===== config.mk =====
export PLATFORM = sky130hd
export DESIGN_NAME = reset_sequencer_flat
export DESIGN_NICKNAME = d
export VERILOG_FILES = /design/src/rtl/reset_sequencer_if.sv /design/src/rtl/reset_sequencer.sv /design/src/flat_wrapper.sv
export SDC_FILE = /design/constraint.sdc
export NUM_CORES = 1
export LEC_CHECK = 0
export ABC_AREA = 1
export CORE_MARGIN = 3
export CORE_UTILIZATION = 48
export CTS_CLUSTER_SIZE = 24
export DETAILED_ROUTE_END_ITERATION = 6
export MAX_ROUTING_LAYER = met4
export PLACE_DENSITY = 0.75
export SYNTH_ARGS = -nofsm -noshare
export SYNTH_HDL_FRONTEND = slang
export SYNTH_SLANG_ARGS = --single-unit

===== constraint.sdc =====
create_clock -name clk -period 1.5 [get_ports clk]
set_clock_uncertainty 0.15 [all_clocks]
set_input_delay 0.15 -clock clk [delete_from_list [all_inputs] [get_ports clk]]
set_output_delay 0.15 -clock clk [all_outputs]
set_load 0.05 [all_outputs]

===== src/rtl/reset_sequencer_if.sv =====
// Reset sequencer bus: software request/ack plus per-domain reset outputs and status.
interface reset_sequencer_if #(
  parameter int NUM_DOMAINS = 4
);
  logic                   soft_rst_req;
  logic                   soft_rst_ack;
  logic [NUM_DOMAINS-1:0] rst_out;
  logic                   busy;
  logic                   done;

  // Sequencer side
  modport master (
    input  soft_rst_req,
    output soft_rst_ack, rst_out, busy, done
  );

  // Requester / reset consumer side
  modport slave (
    output soft_rst_req,
    input  soft_rst_ack, rst_out, busy, done
  );
endinterface


===== src/rtl/reset_sequencer.sv =====
// Central reset controller: async assert, synchronized release, then staggered
// per-domain release with a programmable gap, plus a software reset path.
module reset_sequencer #(
  parameter int NUM_DOMAINS = 4,
  parameter int SYNC_STAGES = 2,
  parameter int HOLD_CYCLES = 4,
  parameter int STAGE_DELAY = 8
) (
  input  logic              clk,
  input  logic              rst,
  reset_sequencer_if.master bus
);
  localparam int MAXC = (HOLD_CYCLES > STAGE_DELAY) ? HOLD_CYCLES : STAGE_DELAY;
  localparam int CW   = $clog2(MAXC + 1);
  localparam int IW   = $clog2(NUM_DOMAINS + 1);

  typedef enum logic [1:0] {S_HOLD, S_RELEASE, S_RUN} state_t;

  state_t                 state, state_n;
  logic [CW-1:0]          cnt, cnt_n;
  logic [IW-1:0]          idx, idx_n, idx_inc;
  logic                   ack_q, ack_n;
  logic [SYNC_STAGES-1:0] sync_pipe;
  logic                   sync_ok;

  // Release synchronizer: clears instantly on rst, fills with ones afterwards
  always_ff @(posedge clk or posedge rst) begin
    if (rst) sync_pipe <= '0;
    else     sync_pipe <= {sync_pipe[SYNC_STAGES-2:0], 1'b1};
  end

  assign sync_ok = sync_pipe[SYNC_STAGES-1];
  assign idx_inc = idx + IW'(1);

  // Sequencer state, counters and ack pulse register
  always_ff @(posedge clk or posedge rst) begin
    if (rst) begin
      state <= S_HOLD;
      cnt   <= '0;
      idx   <= '0;
      ack_q <= 1'b0;
    end else begin
      state <= state_n;
      cnt   <= cnt_n;
      idx   <= idx_n;
      ack_q <= ack_n;
    end
  end

  // Next-state: HOLD waits for sync then counts; RELEASE frees idx..; RUN accepts soft reset
  always_comb begin
    state_n = state;
    cnt_n   = cnt;
    idx_n   = idx;
    ack_n   = 1'b0;
    case (state)
      S_HOLD: begin
        if (sync_ok) begin
          if (cnt == CW'(HOLD_CYCLES - 1)) begin
            cnt_n   = '0;
            idx_n   = '0;
            state_n = (NUM_DOMAINS == 1) ? S_RUN : S_RELEASE;
          end else begin
            cnt_n = cnt + CW'(1);
          end
        end
      end
      S_RELEASE: begin
        if (cnt == CW'(STAGE_DELAY - 1)) begin
          cnt_n = '0;
          idx_n = idx_inc;
          if (idx_inc == IW'(NUM_DOMAINS - 1)) state_n = S_RUN;
        end else begin
          cnt_n = cnt + CW'(1);
        end
      end
      S_RUN: begin
        if (bus.soft_rst_req) begin
          state_n = S_HOLD;
          cnt_n   = '0;
          idx_n   = '0;
          ack_n   = 1'b1;
        end
      end
      default: state_n = S_HOLD;
    endcase
  end

  // Domain g is held in HOLD, and in RELEASE until idx has reached it
  for (genvar g = 0; g < NUM_DOMAINS; g++) begin : g_dom
    assign bus.rst_out[g] = (state == S_HOLD) ||
                            ((state == S_RELEASE) && (IW'(g) > idx));
  end

  assign bus.busy         = |bus.rst_out;
  assign bus.done         = (state == S_RUN);
  assign bus.soft_rst_ack = ack_q;
endmodule


===== src/flat_wrapper.sv =====
// flat-port wrapper written by rule: the top's interface ports become plain ports
module reset_sequencer_flat 
#(
  parameter int NUM_DOMAINS = 4,
  parameter int SYNC_STAGES = 2,
  parameter int HOLD_CYCLES = 4,
  parameter int STAGE_DELAY = 8
)
  (clk, rst, bus_soft_rst_req, bus_soft_rst_ack, bus_rst_out, bus_busy, bus_done);
  reset_sequencer_if #(.NUM_DOMAINS(NUM_DOMAINS)) bus_i ();
  input  logic clk;
  input  logic rst;
  input wire logic [$bits(bus_i.soft_rst_req)-1:0] bus_soft_rst_req;
  output wire logic [$bits(bus_i.soft_rst_ack)-1:0] bus_soft_rst_ack;
  output wire logic [$bits(bus_i.rst_out)-1:0] bus_rst_out;
  output wire logic [$bits(bus_i.busy)-1:0] bus_busy;
  output wire logic [$bits(bus_i.done)-1:0] bus_done;
  assign bus_i.soft_rst_req = bus_soft_rst_req;
  assign bus_soft_rst_ack = bus_i.soft_rst_ack;
  assign bus_rst_out = bus_i.rst_out;
  assign bus_busy = bus_i.busy;
  assign bus_done = bus_i.done;
  reset_sequencer #(.NUM_DOMAINS(NUM_DOMAINS), .SYNC_STAGES(SYNC_STAGES), .HOLD_CYCLES(HOLD_CYCLES), .STAGE_DELAY(STAGE_DELAY)) u_core (.clk(clk), .rst(rst), .bus(bus_i));
endmodule

== Word level (Yosys, flattened, before mapping) ==
Cells that the tools add are included.
Cells by class
  add/sub/neg operators: 2
  magnitude comparators: 4
  equality and inequality tests: 10
  multiplexer cells: 18
  reduce and logical (&&, ||, !) cells: 14
Operators with widths (number)
  $mux 4: 4
  $mux 3: 4
  $pmux 4 s3: 1
  $mux 2: 5
  $reduce_and 5->1: 2
  $pmux 3 s3: 1
  $ne 2x1->1 const B: 4
  $gt 1x3->1 const A: 2
  $gt 2x3->1 const A: 2
  $pmux 2 s3: 1
  $add 4x1->4 const B: 1
  $eq 4x2->1 const B: 1
  $eq 4x3->1 const B: 1
  $logic_and 1x1->1: 4
  $logic_or 1x1->1: 4
  $reduce_or 4->1: 1
  $add 3x1->3 const B: 1
  $eq 3x2->1 const B: 1
  $reduce_and 3->1: 1
  $reduce_bool 3->1: 1
  $eq 2x1->1 const B: 1
  $eq 2x2->1 const B: 1
  $logic_not 2->1: 1
  $mux 1: 2
  $ne 2x2->1 const B: 1
Word-level totals
  register bits: 12
  input port bits: 3
  word-level logic and storage cells: 53

== Logic depth before layout (Yosys ltp) ==
Gate-level depths: netlist (run 1).
  depth after elaboration: 5
  mapped depth: 9

== Worst setup path before layout (run 1) ==
OpenSTA, ideal clock, no wires.
  kind: register to output
  start point: register u_core.state[1]
  end point: output port bus_rst_out[2]
  arrival time: 1.996 ns
  path slack: -0.796 ns
  stages on the path, launching flop included: 6
  buffers on the path: 1
  path through: dfrtp_1 > inv_1 > ha_1 > buf_2 > o211ai_1 > o21ai_0
Between the ends
  cells in the longest elaborated chain, start to end: 3
  elaborated cells on any way between the ends: 4
  those cells by class: eq/ne (1); reduce/logical (3)
RTL lines
  from (decl): RTL line reset_sequencer.sv:19  | state_t state, state_n;
  from (signal assigned): RTL line reset_sequencer.sv:43  | state <= state_n;
  $eq 2x1->1: RTL line reset_sequencer.sv:92  | ((state == S_RELEASE) && (IW'(g) > idx));
  $logic_and 1x1->1: RTL line reset_sequencer.sv:92
  $logic_or 1x1->1 (*): RTL line reset_sequencer.sv:91  | assign bus.rst_out[g] = (state == S_HOLD) ||
  to (decl): RTL line flat_wrapper.sv:15  | output wire logic [$bits(bus_i.rst_out)-1:0] bus_rst_out;
Every way passes the cells marked *; elsewhere a longest branch is shown, timed or not.

== Worst setup path after layout (run 1) ==
  start point: register u_core.state[1]
  end point: output port bus_rst_out[0]
The elaborated chain is that of the path after synthesis.

==> results of run 1 <==
## layout make-up
class / count / area share [%]
multi-input cells: 77 / 45.3
flip-flops and latches: 12 / 23.9
repair buffers: 22 / 20.4
inverters: 22 / 6.94
clock buffers: 3 / 1.79
well taps: 16 / 1.59
## worst paths after layout
kind / start / endpoint / cells past startpoint
max: u_core.state[1] / bus_rst_out[0] / 7
min: rst / u_core.cnt[1] / 2
max reg2reg: u_core.state[1] / u_core.state[0] / 9
min reg2reg: u_core.sync_pipe[0] / u_core.sync_pipe[1] / 0
max in group asynchronous: rst / u_core.state[0] / 2
min in group clk: u_core.sync_pipe[0] / u_core.sync_pipe[1] / 0
## sequential cells by signal, indices dropped and copies added (netlist names)
signal,count
u_core.idx,3
u_core.sync_pipe,2
u_core.bus.soft_rst_ack,1
u_core.state,2
u_core.cnt,4
## cells by family (layout without fill, tap and decap cells)
group | count (synthesis) | after routing | synth area share, %
simple gates | 60 | 60 | 33.9
buf+inv | 23 | 47 | 10.5
flops | 12 | 12 | 36.1
fa+ha+maj | 9 | 9 | 13.6
compound gates | 6 | 6 | 4.37
other cells | 1 | 1 | 0.451
xor+xnor | 1 | 1 | 1.05
## cells in the final DEF (no fill, tap or decap), types with 2 or more instances in the layout
master	instances
nand3_1	8
inv_1	13
buf_12	7
nor2_4	2
ha_4	2
nand2_1	28
nand2_4	4
nand2_2	6
clkdlybuf4s50_1	2
nor2_1	5
nand3_2	5
inv_2	7
buf_4	13
inv_4	2
clkbuf_4	3
dfrtp_1	11
ha_1	6
## per-stage QoR
stage	worst slack [ns]	area, sq um
finish	-0.243	1260
global route	-0.316	1260
CTS	-0.236	1190
detailed placement	-0.0539	1090
global placement	-0.0341	1090
floorplan	-0.147	865
## routing by layer
| layer | global-route usage, % | up-vias |
|---|---|---|
| met5 | - | - |
| met4 | 14.5 | 0 |
| met3 | 3.38 | 7 |
| met2 | 30.5 | 17 |
| met1 | 19.8 | 346 |
| li1 | - | 390 |
## timing repair
item / CTS / global route
gates resized for setup: 13 / 18
setup buffers: 4 / 3
cloned: 0 / 0
hold buffers: 0 / 0
pin swaps: 6 / 12
setup endpoints to repair: 13 / 15
==> impl_metrics.env, run 1 <==
export IMPL_status="finished with violations"
export IMPL_violations="negative setup slack"
export IMPL_cp_num_buf_inv=3
export IMPL_nets=150
export IMPL_netlist_area_sq_um=831
export IMPL_seqCellArea_sq_um=302
export IMPL_ant_nets=0
export IMPL_setup_tns_ns=-1.21
export IMPL_crit_path_start_kind="register"
export IMPL_drt_pass1_iterations=4
export IMPL_clkLatencyLatePin_ns=0.28
export IMPL_fmax_mhz=574
export IMPL_die_width_microns=47.6
export IMPL_wirelength_microns=1780
export IMPL_synth_area_per_cell_sq_um=7.42
export IMPL_utilization_pct=80.9
export IMPL_chipHeight_microns=47.6
export IMPL_start_util_pct=53.3
export IMPL_ys_ff_latch=12
export IMPL_grt_pass1_vias=709
export IMPL_n_antenna_cell=0
export IMPL_cts_tree="done"
export IMPL_synthTopCellsByArea="dfrtp_1 (36%), nand2_1 (15%), ha_1 (14%)"
export IMPL_fin_cells=152
export IMPL_wl_met2_microns=927
export IMPL_num_io_pins=10
export IMPL_cp_data_required_time_ns=1.20
export IMPL_setup_viol=12
export IMPL_yosysSeqAreaShare_pct=36.1
export IMPL_post_synth_top_count_cell="nand2_1"
export IMPL_synth_distinct_cells=19
export IMPL_area_growth_pct=51.8
export IMPL_htree_levels=1
export IMPL_critPathMaxFanout=3
export IMPL_wl_met1_microns=754
export IMPL_hold_path_class="input port to asynchronous set/reset pin"
export IMPL_cts_made_buffers=3
export IMPL_crit_arrival_ns=1.44
export IMPL_cp_slowest_cell="dfrtp_1"
export IMPL_cts_root_buffer="clkbuf_4"
export IMPL_hold_ws_ns=0.0466
export IMPL_overflow=0
export IMPL_placementRows=14
export IMPL_vias=760
export IMPL_routed_via_density=5.00
export IMPL_drc=0
export IMPL_dp_cells=144
export IMPL_portBuffers=9
export IMPL_grt_max_degree=13
export IMPL_crit_path_frequent_cell="inv_2"
export IMPL_multi_input_area_sq_um=572
export IMPL_finalCritPeriodShare_pct=116
export IMPL_clk_pin_slew_ns=0.07
export IMPL_maxSlewViolCount=0
export IMPL_fill_cells=88
export IMPL_worstSetupPathType="register to primary output"
export IMPL_routabilityCongestion=0.881
export IMPL_crit_path_end_kind="primary output"
export IMPL_setup_ws_ns=-0.243
export IMPL_grt_setup_unrepaired="yes"
export IMPL_core_area_sq_um=1560
export IMPL_worst_r2r_setup_slack_ns=-0.04
export IMPL_syn_inst=112
export IMPL_dp_final_hpwl_microns=1240
export IMPL_wl_per_cell_microns=11.7
export IMPL_cpPeakStageDelay_ns=0.39
export IMPL_grt_total_usage_pct=18.7
export IMPL_synth_top_area_cell="dfrtp_1"
export IMPL_die_area_sq_um=2270
export IMPL_antenna_found_initial=0
export IMPL_cts_sinks=12
export IMPL_async_flop_share_pct=100
export IMPL_drtIter0Drc=13
export IMPL_yosys_warnings=0
export IMPL_top_layer_used="met4"
export IMPL_min_period_ns=1.74
export IMPL_ys_flop_type="dfrtp_1"
export IMPL_path_delay_family="flip-flops"
export IMPL_wl_met3_microns=41
export IMPL_synth_top_area_share_pct=36.1
export IMPL_syn_nets=124
export IMPL_synth_edf_count=0
export IMPL_synth_common_cells="nand2_1 (34), inv_1 (20), nand3_1 (14), dfrtp_1 (12), ha_1 (9)"
export IMPL_drive_gt1_share_pct=43.4
export IMPL_crit_chain="inv_2, ha_4, inv_2, nor2_4, nand3_4, o21ai_4, buf_12"
export IMPL_drv_cap=0
export IMPL_clockBufferDepth=2
export IMPL_grt_pass1_wl_microns=2800
export IMPL_hold_violations=0
Power of run 1 is not shown: default switching activity piles up to over one toggle a cycle in this logic, so the estimate is an artifact.
==> run 2, diff against run 1 <==
GPL_ROUTABILITY_DRIVEN = 0   (was default)
GPL_TIMING_DRIVEN = 0   (was default)
==> impl_metrics.env, run 2 (same netlist as run 1, synthesis figures left out) <==
export IMPL_status="finished with violations"
export IMPL_violations="negative setup slack"
export IMPL_nets=148
export IMPL_worstSetupPathType="register to primary output"
export IMPL_portBuffers=9
export IMPL_top_register="u_core.cnt"
export IMPL_crit_path_end_kind="primary output"
export IMPL_grt_setup_unrepaired="yes"
export IMPL_final_cell_mix="nand2_1 (33), inv_1 (15), nand3_1 (11), buf_4 (11), dfrtp_1 (10)"
export IMPL_hold_violations=0
export IMPL_cp_slowest_cell="dfrtp_1"
export IMPL_drive_gt1_share_pct=35.1
export IMPL_overflow=0
export IMPL_drt_pass1_iterations=3
export IMPL_vias=745
export IMPL_cts_sinks=12
export IMPL_multi_input_area_sq_um=544
export IMPL_cts_made_buffers=3
export IMPL_cts_hold_buf=0
export IMPL_cts_root_buffer="clkbuf_4"
export IMPL_fmax_mhz=556
export IMPL_drv_cap=0
export IMPL_grt_pass1_vias=692
export IMPL_clkLatencyLatePin_ns=0.27
export IMPL_clockBufferDepth=2
export IMPL_worst_r2r_setup_slack_ns=-0.09
export IMPL_area_growth_pct=40.4
export IMPL_wl_per_cell_microns=13.1
export IMPL_chipHeight_microns=47.6
export IMPL_crit_chain="inv_2, ha_4, inv_4, nor2_4, nand3_4, o21ai_4, buf_6"
export IMPL_routed_via_density=4.97
export IMPL_hold_path_class="input port to asynchronous set/reset pin"
export IMPL_cpPeakStageDelay_ns=0.40
export IMPL_cts_tree="done"
export IMPL_htree_levels=1
export IMPL_crit_path_start_kind="register"
export IMPL_drtIter0Drc=17
export IMPL_ant_nets=0
export IMPL_n_antenna_cell=0
export IMPL_grt_max_degree=13
export IMPL_cp_data_required_time_ns=1.20
export IMPL_reg2reg_depth=10
export IMPL_r2r_start="u_core.state[0]"
export IMPL_min_period_ns=1.80
export IMPL_wirelength_microns=1970
export IMPL_die_area_sq_um=2270
export IMPL_drc=0
export IMPL_path_delay_family="flip-flops"
export IMPL_reg_top3="u_core.cnt: 4 flops, u_core.idx: 3 flops"
export IMPL_cp_num_buf_inv=3
export IMPL_crit_arrival_ns=1.50
export IMPL_fill_cells=119
export IMPL_rr_endpoint="u_core.cnt[3]"
export IMPL_largest_reg_flops=4
export IMPL_start_util_pct=53.3
export IMPL_grt_total_usage_pct=20.1
export IMPL_setup_ws_ns=-0.298
export IMPL_clk_pin_slew_ns=0.07
export IMPL_setup_tns_ns=-1.75
export IMPL_critPathMaxFanout=3
export IMPL_num_io_pins=10
export IMPL_antenna_found_initial=0
export IMPL_dp_final_hpwl_microns=1330
export IMPL_core_area_sq_um=1560
export IMPL_maxSlewViolCount=0
export IMPL_final_common_cell="nand2_1"
export IMPL_placementRows=14
export IMPL_die_width_microns=47.6
export IMPL_seqCellArea_sq_um=303
export IMPL_finalCritPeriodShare_pct=120
export IMPL_setup_viol=15
export IMPL_grt_pass1_wl_microns=3000
run 2: worst max path at each step:
| stage | start | end | slack, ns | depth (start not counted) |
|---|---|---|---|---|
| 6_report | u_core.state[1] | bus_rst_out[0] | -0.30 | 7 |
| 5_1_grt | u_core.state[1] | bus_rst_out[0] | -0.35 | 7 |
| 4_1_cts | u_core.state[1] | bus_rst_out[0] | -0.32 | 8 |
| 3_5_place_dp | u_core.state[1] | bus_rst_out[0] | -0.83 | 8 |
| 3_3_place_gp | u_core.state[1] | bus_rst_out[0] | -0.81 | 8 |
| 2_1_floorplan | u_core.state[1] | bus_rst_out[0] | -0.15 | 7 |
run 2: stage by stage:
stage	cells	area, sq um	hold WS, ns	util, %	worst slack [ns]
2_1_floorplan	112	865	-0.135	-	-0.147
3_3_place_gp	137	975	0.182	62.5	-0.807
3_5_place_dp	137	975	0.191	62.5	-0.828
4_1_cts	149	1140	0.0754	73.0	-0.325
5_1_grt	150	1170	0.0878	74.8	-0.346
6_report	150	1170	0.0733	74.8	-0.298
run 2: cell type report:
class,instances,share of cell area [%]
tap,16,1.72
clock buffer,3,1.93
inverter,22,7.73
sequential,12,26.0
multi-input combinational,77,46.7
timing repair buffer,20,16.0
run 2: what timing repair did:
action,4_1_cts,5_1_grt
pin swaps,7,8
setup endpoints to repair,15,15
resized for setup,60,7
setup buffers,9,3
run 2: per-layer routing:
| layer | track usage, % | part of all wire [%] | vias to the layer above |
|---|---|---|---|
| li1 | - | - | 379 |
| met1 | 24.2 | 43 | 353 |
| met2 | 34.0 | 53 | 9 |
| met3 | 3.38 | 2.4 | 4 |
| met4 | 6.45 | 1.2 | 0 |
| met5 | - | 0 | - |
Power of run 2 is left out for the same reason.
